File: src/rtl/uart_msg_pkg.sv
// Shared types and helpers for the uart_msg_tx byte-stream transmitter.
// Optional macro UART_MSG_TX_PARITY_EN adds the even-parity state to the enum.
package uart_msg_pkg;

  localparam int DATA_BITS = 8;
  localparam int STOP_BITS = 1;

`ifdef UART_MSG_TX_PARITY_EN
  typedef enum logic [2:0] {
    ST_IDLE   = 3'd0,
    ST_START  = 3'd1,
    ST_DATA   = 3'd2,
    ST_PARITY = 3'd3,
    ST_STOP   = 3'd4
  } tx_state_t;
`else
  typedef enum logic [1:0] {
    ST_IDLE  = 2'd0,
    ST_START = 2'd1,
    ST_DATA  = 2'd2,
    ST_STOP  = 2'd3
  } tx_state_t;
`endif

  // Integer clock cycles per serial bit (truncating division).
  function automatic int clks_per_bit(input int clk_hz, input int baud);
    return clk_hz / baud;
  endfunction

endpackage

File: src/rtl/sync_fifo.sv
// Single-clock FIFO with registered occupancy count and full/empty flags.
// Pointers wrap naturally because DEPTH is a power of two.
module sync_fifo #(
  parameter int WIDTH = 8,
  parameter int DEPTH = 16
) (
  input  logic                         clk,
  input  logic                         rst_n,
  input  logic                         push,
  input  logic [WIDTH-1:0]             push_data,
  input  logic                         pop,
  output logic [WIDTH-1:0]             pop_data,
  output logic                         full,
  output logic                         empty,
  output logic [$clog2(DEPTH+1)-1:0]   count
);

  localparam int PTR_W = $clog2(DEPTH);
  localparam int CNT_W = $clog2(DEPTH + 1);

  logic [WIDTH-1:0] mem [DEPTH];
  logic [PTR_W-1:0] wr_ptr;
  logic [PTR_W-1:0] rd_ptr;
  logic             push_ok;
  logic             pop_ok;

  // Flags come from the registered count, so a pop never opens room for a same-edge push.
  assign full     = (count == CNT_W'(DEPTH));
  assign empty    = (count == CNT_W'(0));
  assign push_ok  = push && !full;
  assign pop_ok   = pop && !empty;
  assign pop_data = mem[rd_ptr];

  // Storage write; contents need no reset because count gates every read.
  always_ff @(posedge clk) begin
    if (push_ok) begin
      mem[wr_ptr] <= push_data;
    end
  end

  // Pointer and occupancy bookkeeping.
  always_ff @(posedge clk or negedge rst_n) begin
    if (!rst_n) begin
      wr_ptr <= PTR_W'(0);
      rd_ptr <= PTR_W'(0);
      count  <= CNT_W'(0);
    end else begin
      if (push_ok) wr_ptr <= wr_ptr + PTR_W'(1);
      if (pop_ok)  rd_ptr <= rd_ptr + PTR_W'(1);
      case ({push_ok, pop_ok})
        2'b10:   count <= count + CNT_W'(1);
        2'b01:   count <= count - CNT_W'(1);
        default: count <= count;
      endcase
    end
  end

endmodule

File: src/rtl/uart_msg_tx.sv
// UART transmitter (8N1, LSB first) fed by an internal byte FIFO.
// Define UART_MSG_TX_PARITY_EN to insert an even-parity bit before the stop bit.
module uart_msg_tx
  import uart_msg_pkg::*;
#(
  parameter int CLK_FREQ_HZ = 100_000_000,
  parameter int BAUD_RATE   = 115_200,
  parameter int FIFO_DEPTH  = 16
) (
  input  logic                              sys_clock_0,
  input  logic                              reset_0,
  input  logic [7:0]                        in_data,
  input  logic                              in_valid,
  output logic                              in_ready,
  output logic                              tx,
  output logic                              busy,
  output logic [$clog2(FIFO_DEPTH+1)-1:0]   fifo_count
);

  localparam int CPB   = clks_per_bit(CLK_FREQ_HZ, BAUD_RATE);
  localparam int CNT_W = (CPB > 1) ? $clog2(CPB) : 1;
  localparam int BIT_W = $clog2(DATA_BITS);

  if (CPB < 2) begin : g_bad_cpb
    $error("uart_msg_tx: CLK_FREQ_HZ/BAUD_RATE must give at least 2 clocks per bit");
  end
  if ((FIFO_DEPTH < 2) || ((FIFO_DEPTH & (FIFO_DEPTH - 1)) != 0)) begin : g_bad_depth
    $error("uart_msg_tx: FIFO_DEPTH must be a power of two >= 2");
  end
  if (STOP_BITS != 1) begin : g_bad_stop
    $error("uart_msg_tx: only one stop bit is supported");
  end

  logic                 fifo_full;
  logic                 fifo_empty;
  logic [7:0]           fifo_data;
  logic                 pop;

  tx_state_t            state, state_n;
  logic [CNT_W-1:0]     baud_cnt, baud_n;
  logic [BIT_W-1:0]     bit_cnt, bit_n;
  logic [DATA_BITS-1:0] shift, shift_n;
  logic                 tx_n;
  logic                 last_tick;
`ifdef UART_MSG_TX_PARITY_EN
  logic                 par, par_n;
`endif

  sync_fifo #(
    .WIDTH (8),
    .DEPTH (FIFO_DEPTH)
  ) u_fifo (
    .clk       (sys_clock_0),
    .rst_n     (reset_0),
    .push      (in_valid),
    .push_data (in_data),
    .pop       (pop),
    .pop_data  (fifo_data),
    .full      (fifo_full),
    .empty     (fifo_empty),
    .count     (fifo_count)
  );

  assign in_ready  = !fifo_full;
  assign busy      = (state != ST_IDLE) || !fifo_empty;
  assign last_tick = (baud_cnt == CNT_W'(CPB - 1));

  // Next-state, counter, shift register and next tx level; tx itself is registered below.
  always_comb begin
    state_n = state;
    baud_n  = baud_cnt;
    bit_n   = bit_cnt;
    shift_n = shift;
    tx_n    = tx;
    pop     = 1'b0;
`ifdef UART_MSG_TX_PARITY_EN
    par_n   = par;
`endif
    case (state)
      ST_IDLE: begin
        if (!fifo_empty) begin
          pop     = 1'b1;
          shift_n = fifo_data;
`ifdef UART_MSG_TX_PARITY_EN
          par_n   = ^fifo_data;
`endif
          baud_n  = CNT_W'(0);
          state_n = ST_START;
          tx_n    = 1'b0;
        end else begin
          tx_n    = 1'b1;
        end
      end
      ST_START: begin
        if (last_tick) begin
          baud_n  = CNT_W'(0);
          bit_n   = BIT_W'(0);
          state_n = ST_DATA;
          tx_n    = shift[0];
        end else begin
          baud_n  = baud_cnt + CNT_W'(1);
        end
      end
      ST_DATA: begin
        if (last_tick) begin
          baud_n = CNT_W'(0);
          if (bit_cnt == BIT_W'(DATA_BITS - 1)) begin
`ifdef UART_MSG_TX_PARITY_EN
            state_n = ST_PARITY;
            tx_n    = par;
`else
            state_n = ST_STOP;
            tx_n    = 1'b1;
`endif
          end else begin
            bit_n   = bit_cnt + BIT_W'(1);
            shift_n = {1'b0, shift[DATA_BITS-1:1]};
            tx_n    = shift[1];
          end
        end else begin
          baud_n = baud_cnt + CNT_W'(1);
        end
      end
`ifdef UART_MSG_TX_PARITY_EN
      ST_PARITY: begin
        if (last_tick) begin
          baud_n  = CNT_W'(0);
          state_n = ST_STOP;
          tx_n    = 1'b1;
        end else begin
          baud_n  = baud_cnt + CNT_W'(1);
        end
      end
`endif
      ST_STOP: begin
        if (last_tick) begin
          baud_n = CNT_W'(0);
          // Chain straight into the next start bit when more data is waiting.
          if (!fifo_empty) begin
            pop     = 1'b1;
            shift_n = fifo_data;
`ifdef UART_MSG_TX_PARITY_EN
            par_n   = ^fifo_data;
`endif
            state_n = ST_START;
            tx_n    = 1'b0;
          end else begin
            state_n = ST_IDLE;
            tx_n    = 1'b1;
          end
        end else begin
          baud_n = baud_cnt + CNT_W'(1);
        end
      end
      default: begin
        state_n = ST_IDLE;
        baud_n  = CNT_W'(0);
        bit_n   = BIT_W'(0);
        tx_n    = 1'b1;
      end
    endcase
  end

  // Transmitter state registers; reset drives the line high immediately.
  always_ff @(posedge sys_clock_0 or negedge reset_0) begin
    if (!reset_0) begin
      state    <= ST_IDLE;
      baud_cnt <= CNT_W'(0);
      bit_cnt  <= BIT_W'(0);
      shift    <= '0;
      tx       <= 1'b1;
`ifdef UART_MSG_TX_PARITY_EN
      par      <= 1'b0;
`endif
    end else begin
      state    <= state_n;
      baud_cnt <= baud_n;
      bit_cnt  <= bit_n;
      shift    <= shift_n;
      tx       <= tx_n;
`ifdef UART_MSG_TX_PARITY_EN
      par      <= par_n;
`endif
    end
  end

endmodule

File: config.mk
export PLATFORM = sky130hd
export DESIGN_NAME = uart_msg_tx
export DESIGN_NICKNAME = d
export VERILOG_FILES = /design/src/rtl/uart_msg_pkg.sv /design/src/rtl/sync_fifo.sv /design/src/rtl/uart_msg_tx.sv
export SDC_FILE = /design/constraint.sdc
export NUM_CORES = 1
export LEC_CHECK = 0
export ABC_AREA = 1
export CORE_AREA = 2 2 149 151
export DETAILED_ROUTE_END_ITERATION = 7
export DIE_AREA = 0 0 151 153
export GPL_TIMING_DRIVEN = 1
export PLACE_DENSITY = 0.52
export SYNTH_ARGS = -nofsm -noshare
export SYNTH_HDL_FRONTEND = slang
export SYNTH_HIERARCHICAL = 1
export SYNTH_SLANG_ARGS = --single-unit
File: constraint.sdc
create_clock -name sys_clock_0 -period 6.79 [get_ports sys_clock_0]
set_input_delay 1.0185 -clock sys_clock_0 [delete_from_list [all_inputs] [get_ports sys_clock_0]]
set_output_delay 1.0185 -clock sys_clock_0 [all_outputs]
set_load 0.02 [all_outputs]
==> reports/metrics.yaml, run 1 <==
cells_and_area:
  layout.cells.non_filler: 1132
  n_fill_cell: 2060
  area_growth_pct: 12.86
  fin_nets: 868
  post-route-util_pct: 41.14
  insertedDiodeCount: 0
  drive_gt1_share_pct: 9.038
cts:
  hold_buffers: 0
  ctsHtreeMaxLevel: 4
  post_cts_buffers: 0
  cts-resized-gates: 0
  clockBufferDepth: 2
  cts_root_buf: "clkbuf_16"
  clock_latency_ns: 0.43
  cts_tree: "yes"
  cts.sinks: 165
  cts-buffers-inserted: 17
  path_clk_slew_ns: 0.07
yosys:
  synth_common_cells: "317 x nand2_1, 128 x edfxtp_1, 79 x inv_1"
  synth_top_cell_by_area: "edfxtp_1"
  syn_area_sq_um: 7831
  synth_cell_type_count: 39
  avgSynthCellArea_sq_um: 9.527
  yosysMostFrequentCell: "nand2_1"
  synth_area_leaders: "edfxtp_1 49%, nand2_1 15%, dfrtp_1 12%, nand3_1 4.5%, inv_1 3.8%"
  synth-edff-count: 128
  async_flop_share_pct: 22.42
  yosysSeqAreaShare_pct: 60.92
  synth_top_area_share_pct: 49.08
  postSynthCellCount: 822
  ys_ff_latch: 165
  yosysWarnings: 6
  ys.flop_type: "edfxtp_1"
  syn-num-nets: 851
worst_hold_path:
  hp-class: "reg2reg"
  hp-start: "shift[7]$_DFFE_PN0P_"
job:
  cap_violations: 0
route:
  drtIter0Drc: 379
  ant_nets: 0
  via_count: 5336
  drc_errors: 0
  routed_wirelength_um: 18090
  viasPerCell: 4.714
  wl_per_cell_um: 15.98
  firstDrtPassIters: 5
floorplan:
  die_area_sq_um: 23100
  rows: 54
  coreArea_sq_um: 21490
  die_x_um: 151
  start_util_pct: 36.45
  fp.dieH_um: 153
  io_pins: 19
grt:
  grt_pass1_vias: 5288
  use_met2_pct: 26.26
  grt-ovfl-total: 0
  antenna_found_initial: 0
  grt_pass1_wl_um: 28620
  grt_util_all_layers_pct: 16.54
  grt_max_degree: 83
  grt_use_met3_pct: 3.761
  met1_usage_pct: 22.59
  grt-busiest-layer: "met2"
critical_path:
  crit_start: "state[0]$_DFFE_PN0P_"
  crit_required_ns: 5.77
  critPathMaxStageDelay_ns: 0.57
  path_class: "reg2out"
  crit_chain: "inv_1 -> ha_1 -> nand2_4 -> clkdlybuf4s50_1"
  cp_max_fo: 6
  critPathArrivalTime_ns: 2.13
  crit_slowest_cell: "clkdlybuf4s50_1"
  startpoint_type: "flip-flop"
  endpoint_kind: "output pin"
  r2r-start: "state[0]$_DFFE_PN0P_"
timing:
  skew_ns: 0.01537
  setup_violations: 0
  setup_tns_ns: 0
  relSlewSlack_pct: 37.27
  worst_slew_pin_slew_ns: 0.9381
  fin_crit_sh_pct: 46.33
  period_minus_slack_ns: 3.146
  fmax_mhz: 317.9
  hold_viol: 0
  rsz0062_at_grt: "false"
  drv_slew: 0
place:
  place_congestion: 0.7915
  hpwl_um: 11660
  placedCellCount: 1100
  numPortBuffers: 18
outcome:
  outcome: "finished, final reports clean"
pwr:
  p_leak_uw: 0.003915
  power_density_nw_per_um2: 285.5
  ir_drop_mv: 0.1621
## where the power goes
group | internal [uW] | switching [uW] | total (uW)
registers | 1190 | 45.0 | 1230
clock network | 525 | 442 | 967
logic | 101 | 223 | 324
## state kept, by name (all words and copies together), names as in the netlist
register       count
baud_cnt          10
state              2
tx                 1
u_fifo/mem       128
u_fifo/wr_ptr      4
u_fifo/count       5
shift              8
bit_cnt            3
u_fifo/rd_ptr      4
## worst max-delay path: cells and delay by family (launching register included)
kind / cells / cell delay [ns]
buffers and inverters: 2 / 0.71
flip-flops: 1 / 0.42
adder cells (fa/ha/maj): 1 / 0.42
AND/OR/NAND/NOR: 1 / 0.15
## per-layer routing
layer  part of all wire (%)  wire [um]  vias to the layer above
met5                      0          0                        -
met3                    4.5        809                       25
met1                     46       8387                     2519
met4                    1.9        335                        0
met2                     47       8555                      117
li1                       -          -                     2675
## through the flow
| stage | total power [uW] | area [sq um] | worst slack [ns] | hold slack, ns |
|---|---|---|---|---|
| 3_5_place_dp | 1579 | 8250 | 3.782 | 0.4614 |
| 3_3_place_gp | 1581 | 8250 | 3.792 | 0.4603 |
| 6_report | 2523 | 8838 | 3.644 | 0.4773 |
| 5_1_grt | 2639 | 8838 | 3.509 | 0.5061 |
| 4_1_cts | 2545 | 8838 | 3.609 | 0.4815 |
| 2_1_floorplan | 1437 | 7831 | 4.264 | 0.4364 |
## path summary, 6_finish.rpt
path | end | slack, ns | cells past startpoint
setup / recovery | busy | 3.64 | 4
hold / removal | shift[7]$_DFFE_PN0P_ | 0.48 | 2
setup reg to reg | u_fifo/count[4]$_DFFE_PN0P_ | 3.93 | 17
hold reg to reg | shift[7]$_DFFE_PN0P_ | 0.48 | 2
max in group asynchronous | u_fifo/rd_ptr[0]$_DFFE_PN0P_ | 5.44 | 1
min in group asynchronous | shift[0]$_DFFE_PN0P_ | 0.72 | 1
## layout by cell type (no fill, tap or decap), types with 2 or more instances in the layout
| master | Yosys | routed |
|---|---|---|
| nor2_2 | 2 | 2 |
| nand2_4 | 2 | 2 |
| nand3_2 | 6 | 6 |
| ha_1 | 17 | 17 |
| inv_6 | 0 | 4 |
| edfxtp_1 | 128 | 128 |
| nand3_1 | 70 | 70 |
| nand2_2 | 9 | 9 |
| o22ai_1 | 3 | 3 |
| clkinv_2 | 2 | 2 |
| nor2_8 | 2 | 2 |
| buf_4 | 2 | 2 |
| clkdlybuf4s50_1 | 0 | 17 |
| or2_2 | 2 | 2 |
| o21ai_1 | 2 | 2 |
| dfrtp_1 | 36 | 35 |
| nor2_4 | 5 | 5 |
| inv_2 | 7 | 7 |
| inv_8 | 0 | 5 |
| inv_1 | 79 | 79 |
| nand4_1 | 5 | 5 |
| nor2_1 | 77 | 77 |
| nand2_1 | 317 | 317 |
| o21ai_0 | 7 | 7 |
| xnor2_1 | 3 | 3 |
| clkinv_4 | 1 | 3 |
| xor2_1 | 7 | 7 |
| clkbuf_16 | 0 | 17 |
## area by class of cell
| cell class | instances | area (sq um) | share of cell area (%) |
|---|---|---|---|
| Clock inverter | 14 | 158.9 | 1.798 |
| Clock buffer | 18 | 429.2 | 4.856 |
| Timing Repair Buffer | 20 | 190.2 | 2.152 |
| Inverter | 89 | 341.6 | 3.865 |
| Multi-Input combinational cell | 546 | 2596 | 29.37 |
| Sequential cell | 165 | 4772 | 53.99 |
| Tap cell | 280 | 350.3 | 3.964 |
## logic make-up (layout without fill, tap and decap cells)
group                    after synthesis  after routing  share of synthesized area [%]
AND/OR/NAND/NOR                      499            499                          27.56
AO/OA/AOI/OAI                         19             19                          1.502
buffers and inverters                111            141                          5.927
flip-flops                           165            165                          60.92
XOR/XNOR                              10             10                          1.118
adder cells (fa/ha/maj)               18             18                          2.972
Note: power is estimated with default switching activity, not from simulation.
==> run 2: changes to the inputs <==
==> constraint.sdc (replaced) <==
create_clock -name sys_clock_0 -period 2.99 [get_ports sys_clock_0]
set_input_delay 0.4485 -clock sys_clock_0 [delete_from_list [all_inputs] [get_ports sys_clock_0]]
set_output_delay 0.4485 -clock sys_clock_0 [all_outputs]
set_load 0.02 [all_outputs]
==> reports/metrics.yaml, run 2 (synthesis results as in run 1) <==
cells_and_area:
  drive_gt1_share_pct: 12.01
  top_register: "u_fifo/mem"
  insertedDiodeCount: 0
  area_growth_pct: 15.50
  largest_reg_flops: 128
  fin_nets: 890
  layout_commonest_cell: "nand2_1"
  post-route-util_pct: 42.10
  reg_top3: "u_fifo/mem (128), baud_cnt (10), shift (8)"
  final_cell_mix: "316 x nand2_1, 128 x edfxtp_1, 79 x inv_1"
job:
  cap_violations: 0
cts:
  ctsHtreeMaxLevel: 4
  cts.sinks: 165
  cts_root_buf: "clkbuf_16"
  hold_buffers: 0
  clockBufferDepth: 2
  path_clk_slew_ns: 0.07
  cts_tree: "yes"
  cts-buffers-inserted: 17
  clock_latency_ns: 0.42
critical_path:
  r2r-start: "state[0]$_DFFE_PN0P_"
  crit_slowest_cell: "dfrtp_1"
  path_class: "reg2reg"
  cp-endpoint: "u_fifo/count[4]$_DFFE_PN0P_"
  crit_required_ns: 3.31
  regToRegEndpoint: "u_fifo/count[4]$_DFFE_PN0P_"
  crit_start: "state[0]$_DFFE_PN0P_"
  crit_family: "adder cells"
  critPathMaxStageDelay_ns: 0.41
  cp_max_fo: 6
  endpoint_kind: "flip-flop"
  crit_chain: "inv_1 -> ha_1 -> o21ai_0 -> nor2_1 -> nand2_2 -> inv_1 -> ha_4 -> inv_1 -> fa_1 -> inv_1 -> nand2_1 -> nand2_1 -> nand2_1 -> nand2_1 -> nand2_1 -> nand2_1 -> nand2_1"
  r2r_slack_ns: 0.33
  crit_buf_inv: 4
  worst-path-stages: 17
  r2r_cells: 17
  startpoint_type: "flip-flop"
  critPathArrivalTime_ns: 2.98
  cpMostUsedCell: "nand2_1"
route:
  via_count: 5253
  firstDrtPassIters: 6
  drc_errors: 0
  viasPerCell: 4.552
  routed_wirelength_um: 17410
  wl_per_cell_um: 15.08
  ant_nets: 0
  drtIter0Drc: 271
grt:
  grt-ovfl-total: 0
  grt_pass1_wl_um: 28150
  grt_util_all_layers_pct: 15.99
  grt_pass1_vias: 5109
  grt_max_degree: 82
  antenna_found_initial: 0
timing:
  period_minus_slack_ns: 2.659
  fmax_mhz: 376.1
  setup_violations: 0
  relSlewSlack_pct: 38.91
  hold_viol: 0
  worst_slack_ns: 0.3312
  rsz0062_at_grt: "false"
  fin_crit_sh_pct: 88.92
  drv_slew: 0
  setup_tns_ns: 0
  worst_slew_pin_slew_ns: 0.9164
  skew_ns: 0.01052
outcome:
  outcome: "finished, final reports clean"
place:
  dp_slack_ns: 0.1718
  place_congestion: 0.7829
  numPortBuffers: 18
  hpwl_um: 11160
floorplan:
  io_pins: 19
  fp.dieH_um: 153
  die_x_um: 151
  coreArea_sq_um: 21490
  rows: 54
  die_area_sq_um: 23100
  start_util_pct: 36.45
worst_hold_path:
  hp-class: "in2async"
pwr:
  power_density_nw_per_um2: 628.6
  ir_drop_mv: 0.3812
  p_leak_uw: 0.004038
-- run 2: changes by cell type in the layout (fill, tap and decap cells not counted), moves of 2 or more --
cell,delta
inv_6,-2
buf_12,+2
ha_1,-2
buf_4,+20
inv_8,+2
-- run 2: power by group --
part / internal [uW] / leakage [uW] / total [uW] / switching [uW]
Clock: 1120 / 0.000291 / 2150 / 1030
Sequential: 2690 / 0.00162 / 2790 / 96.0
Combinational: 259 / 0.00213 / 741 / 481
-- run 2: final cells by class --
cell class / instances / area, sq um
clock buffer: 17 / 425.4
clock inverter: 15 / 160.2
fill: 2112 / 12440
inverter: 89 / 341.6
multi-input combinational: 546 / 2614
sequential: 165 / 4773
tap: 280 / 350.3
timing repair buffer: 42 / 380.4
-- run 2: layer usage --
| metal | part of all wire (%) | track usage (%) |
|---|---|---|
| met1 | 48 | 21.44 |
| met2 | 50 | 26.86 |
| met3 | 1.9 | 2.955 |
| met4 | 0.70 | 3.827 |
| met5 | 0 | 0 |
-- run 2: metrics by stage --
stage / hold slack [ns] / power, uW / cells / cell area [sq um]
floorplan: 0.1529 / 3264 / 822 / 7831
global placement: 0.4596 / 3577 / 1121 / 8433
detailed placement: 0.4641 / 3587 / 1121 / 8433
CTS: 0.1924 / 5749 / 1153 / 9019
global route: 0.2198 / 5962 / 1154 / 9045
finish: 0.1502 / 5685 / 1154 / 9045
-- run 2: worst register-to-register path, cell delays in order, from the launching register on --
cell     delay, ns
dfrtp_1       0.41
inv_1         0.14
ha_1          0.38
o21ai_0       0.15
nor2_1        0.16
nand2_2       0.12
inv_1         0.14
ha_4          0.18
inv_1         0.06
fa_1          0.39
inv_1         0.07
nand2_1       0.04
nand2_1       0.07
nand2_1       0.05
nand2_1       0.05
nand2_1       0.04
nand2_1       0.05
nand2_1       0.04
-- run 2: what timing repair did --
item                                    in CTS  in global routing
setup buffers                                0                  1
resized for setup                            0                  5
endpoints found under the setup margin       0                  1
-- run 2: how the worst min path moves through the flow --
stage	start	slack, ns	endpoint	depth (start not counted)
after global placement	shift[1]$_DFFE_PN0P_	0.46	shift[1]$_DFFE_PN0P_	2
after detailed placement	shift[3]$_DFFE_PN0P_	0.46	shift[3]$_DFFE_PN0P_	2
after CTS	reset_0	0.19	shift[4]$_DFFE_PN0P_	1
after floorplan	reset_0	0.15	baud_cnt[0]$_DFFE_PN0N_	0
final	reset_0	0.15	shift[4]$_DFFE_PN0P_	1
after global routing	reset_0	0.22	shift[5]$_DFFE_PN0P_	1
==> run 3: changes to the inputs <==
--- a/config.mk
+++ b/config.mk
@@ -7,6 +7,7 @@
 export LEC_CHECK = 0
 export ABC_AREA = 1
 export CORE_AREA = 2 2 149 151
+export CTS_CLUSTER_DIAMETER = 40
 export DETAILED_ROUTE_END_ITERATION = 7
 export DIE_AREA = 0 0 151 153
 export GPL_TIMING_DRIVEN = 1
==> constraint.sdc (replaced) <==
create_clock -name sys_clock_0 -period 2.6 [get_ports sys_clock_0]
set_input_delay 0.39 -clock sys_clock_0 [delete_from_list [all_inputs] [get_ports sys_clock_0]]
set_output_delay 0.39 -clock sys_clock_0 [all_outputs]
set_load 0.02 [all_outputs]
==> reports/metrics.yaml, run 3 (synthesis results as in run 1) <==
outcome:
  outcome: "finished, final reports clean"
critical_path:
  endpoint_kind: "output pin"
  path_class: "reg2out"
  critPathMaxStageDelay_ns: 0.55
  crit_chain: "inv_1 -> ha_1 -> buf_4 -> nand2_4 -> clkdlybuf4s50_1"
  crit_family: "buffers and inverters"
  crit_required_ns: 2.21
  startpoint_type: "flip-flop"
  cp_max_fo: 6
  critPathArrivalTime_ns: 2.03
  crit_slowest_cell: "clkdlybuf4s50_1"
  crit_buf_inv: 3
cells_and_area:
  n_fill_cell: 2121
  largest_reg_flops: 128
  top_register: "u_fifo/mem"
  area_growth_pct: 16.73
  drive_gt1_share_pct: 13.21
  reg_top3: "u_fifo/mem (128), baud_cnt (10), shift (8)"
  final_cell_mix: "317 x nand2_1, 128 x edfxtp_1, 79 x inv_1"
  fin_nets: 902
  insertedDiodeCount: 0
  layout.cells.non_filler: 1166
  layout_commonest_cell: "nand2_1"
  design_area_sq_um: 9141
grt:
  grt_pass1_vias: 5024
  antenna_found_initial: 0
  grt_util_all_layers_pct: 15.88
  grt-ovfl-total: 0
  grt_max_degree: 82
  grt_pass1_wl_um: 27620
floorplan:
  die_x_um: 151
  start_util_pct: 36.45
  coreArea_sq_um: 21490
  io_pins: 19
  die_area_sq_um: 23100
  fp.dieH_um: 153
  rows: 54
place:
  numPortBuffers: 18
  hpwl_um: 11230
  place_congestion: 0.8102
  dpl-instance-area_sq_um: 8516
  placedCellCount: 1132
  dp_slack_ns: 0.1170
job:
  cap_violations: 0
timing:
  drv_slew: 0
  fmax_mhz: 412.6
  worst_slew_pin_slew_ns: 0.9244
  period_minus_slack_ns: 2.423
  fin_crit_sh_pct: 93.21
  hold_viol: 0
  skew_ns: 0.009462
  setup_violations: 0
  rsz0062_at_grt: "false"
  setup_tns_ns: 0
  worst_slack_ns: 0.1766
  relSlewSlack_pct: 38.37
route:
  via_count: 5296
  firstDrtPassIters: 5
  drtIter0Drc: 321
  routed_wirelength_um: 17190
  wl_per_cell_um: 14.75
  viasPerCell: 4.542
  drc_errors: 0
  ant_nets: 0
pwr:
  ir_drop_mv: 0.4933
  finalPower_uw: 6664
  p_leak_uw: 0.004100
  power_density_nw_per_um2: 729.0
cts:
  cts.sinks: 165
  path_clk_slew_ns: 0.07
  clock_latency_ns: 0.44
  cts_root_buf: "clkbuf_16"
  cts-buffers-inserted: 17
  clockBufferDepth: 2
  ctsHtreeMaxLevel: 4
  cts_tree: "yes"
  hold_buffers: 0
worst_hold_path:
  hp-class: "in2async"
[run 3: repair_timing]
action / 4_1_cts / 5_1_grt
buffers inserted: 0 / 2
setup endpoints to repair: 0 / 1
resized for setup: 0 / 4
[run 3: metal layers]
layer	share of wire [%]	vias to the layer above	GRT usage, %
met1	47	2466	21.59
met5	0	-	0
li1	-	2735	-
met4	1.1	0	3.961
met3	3.2	15	3.522
met2	48	80	25.84
[run 3: area by class of cell]
class | count | area, sq um | area share, %
clock buffers | 17 | 425.4 | 4.654
clock inverters | 15 | 175.2 | 1.916
inverters | 89 | 341.6 | 3.737
multi-input cells | 546 | 2606 | 28.51
flip-flops and latches | 165 | 4772 | 52.20
well taps | 280 | 350.3 | 3.832
repair buffers | 54 | 470.5 | 5.146
[run 3: path summary, 6_finish.rpt]
check,start,endpoint,slack (ns),cells past startpoint
max reg2reg,baud_cnt[1]$_DFFE_PN0N_,u_fifo/count[4]$_DFFE_PN0P_,0.22,18
max in group asynchronous,reset_0,u_fifo/rd_ptr[0]$_DFFE_PN0P_,1.87,1
min reg2reg,shift[6]$_DFFE_PN0P_,shift[6]$_DFFE_PN0P_,0.48,2
min in group sys_clock_0,shift[6]$_DFFE_PN0P_,shift[6]$_DFFE_PN0P_,0.48,2
max,state[1]$_DFFE_PN0P_,busy,0.18,5
min,reset_0,shift[4]$_DFFE_PN0P_,0.09,1
[run 3: power breakdown]
part	switching (uW)	internal (uW)	leakage, uW	total, uW
clock network	1210	1380	0.000291	2590
logic	556	317	0.00219	874
registers	106	3100	0.00162	3200
[run 3: per-stage QoR]
step / hold WS [ns] / util [%]
floorplan: 0.09441 / -
global placement: 0.4593 / 39.63
detailed placement: 0.4583 / 39.63
CTS: 0.1206 / 42.43
global route: 0.1565 / 42.55
finish: 0.08987 / 42.55
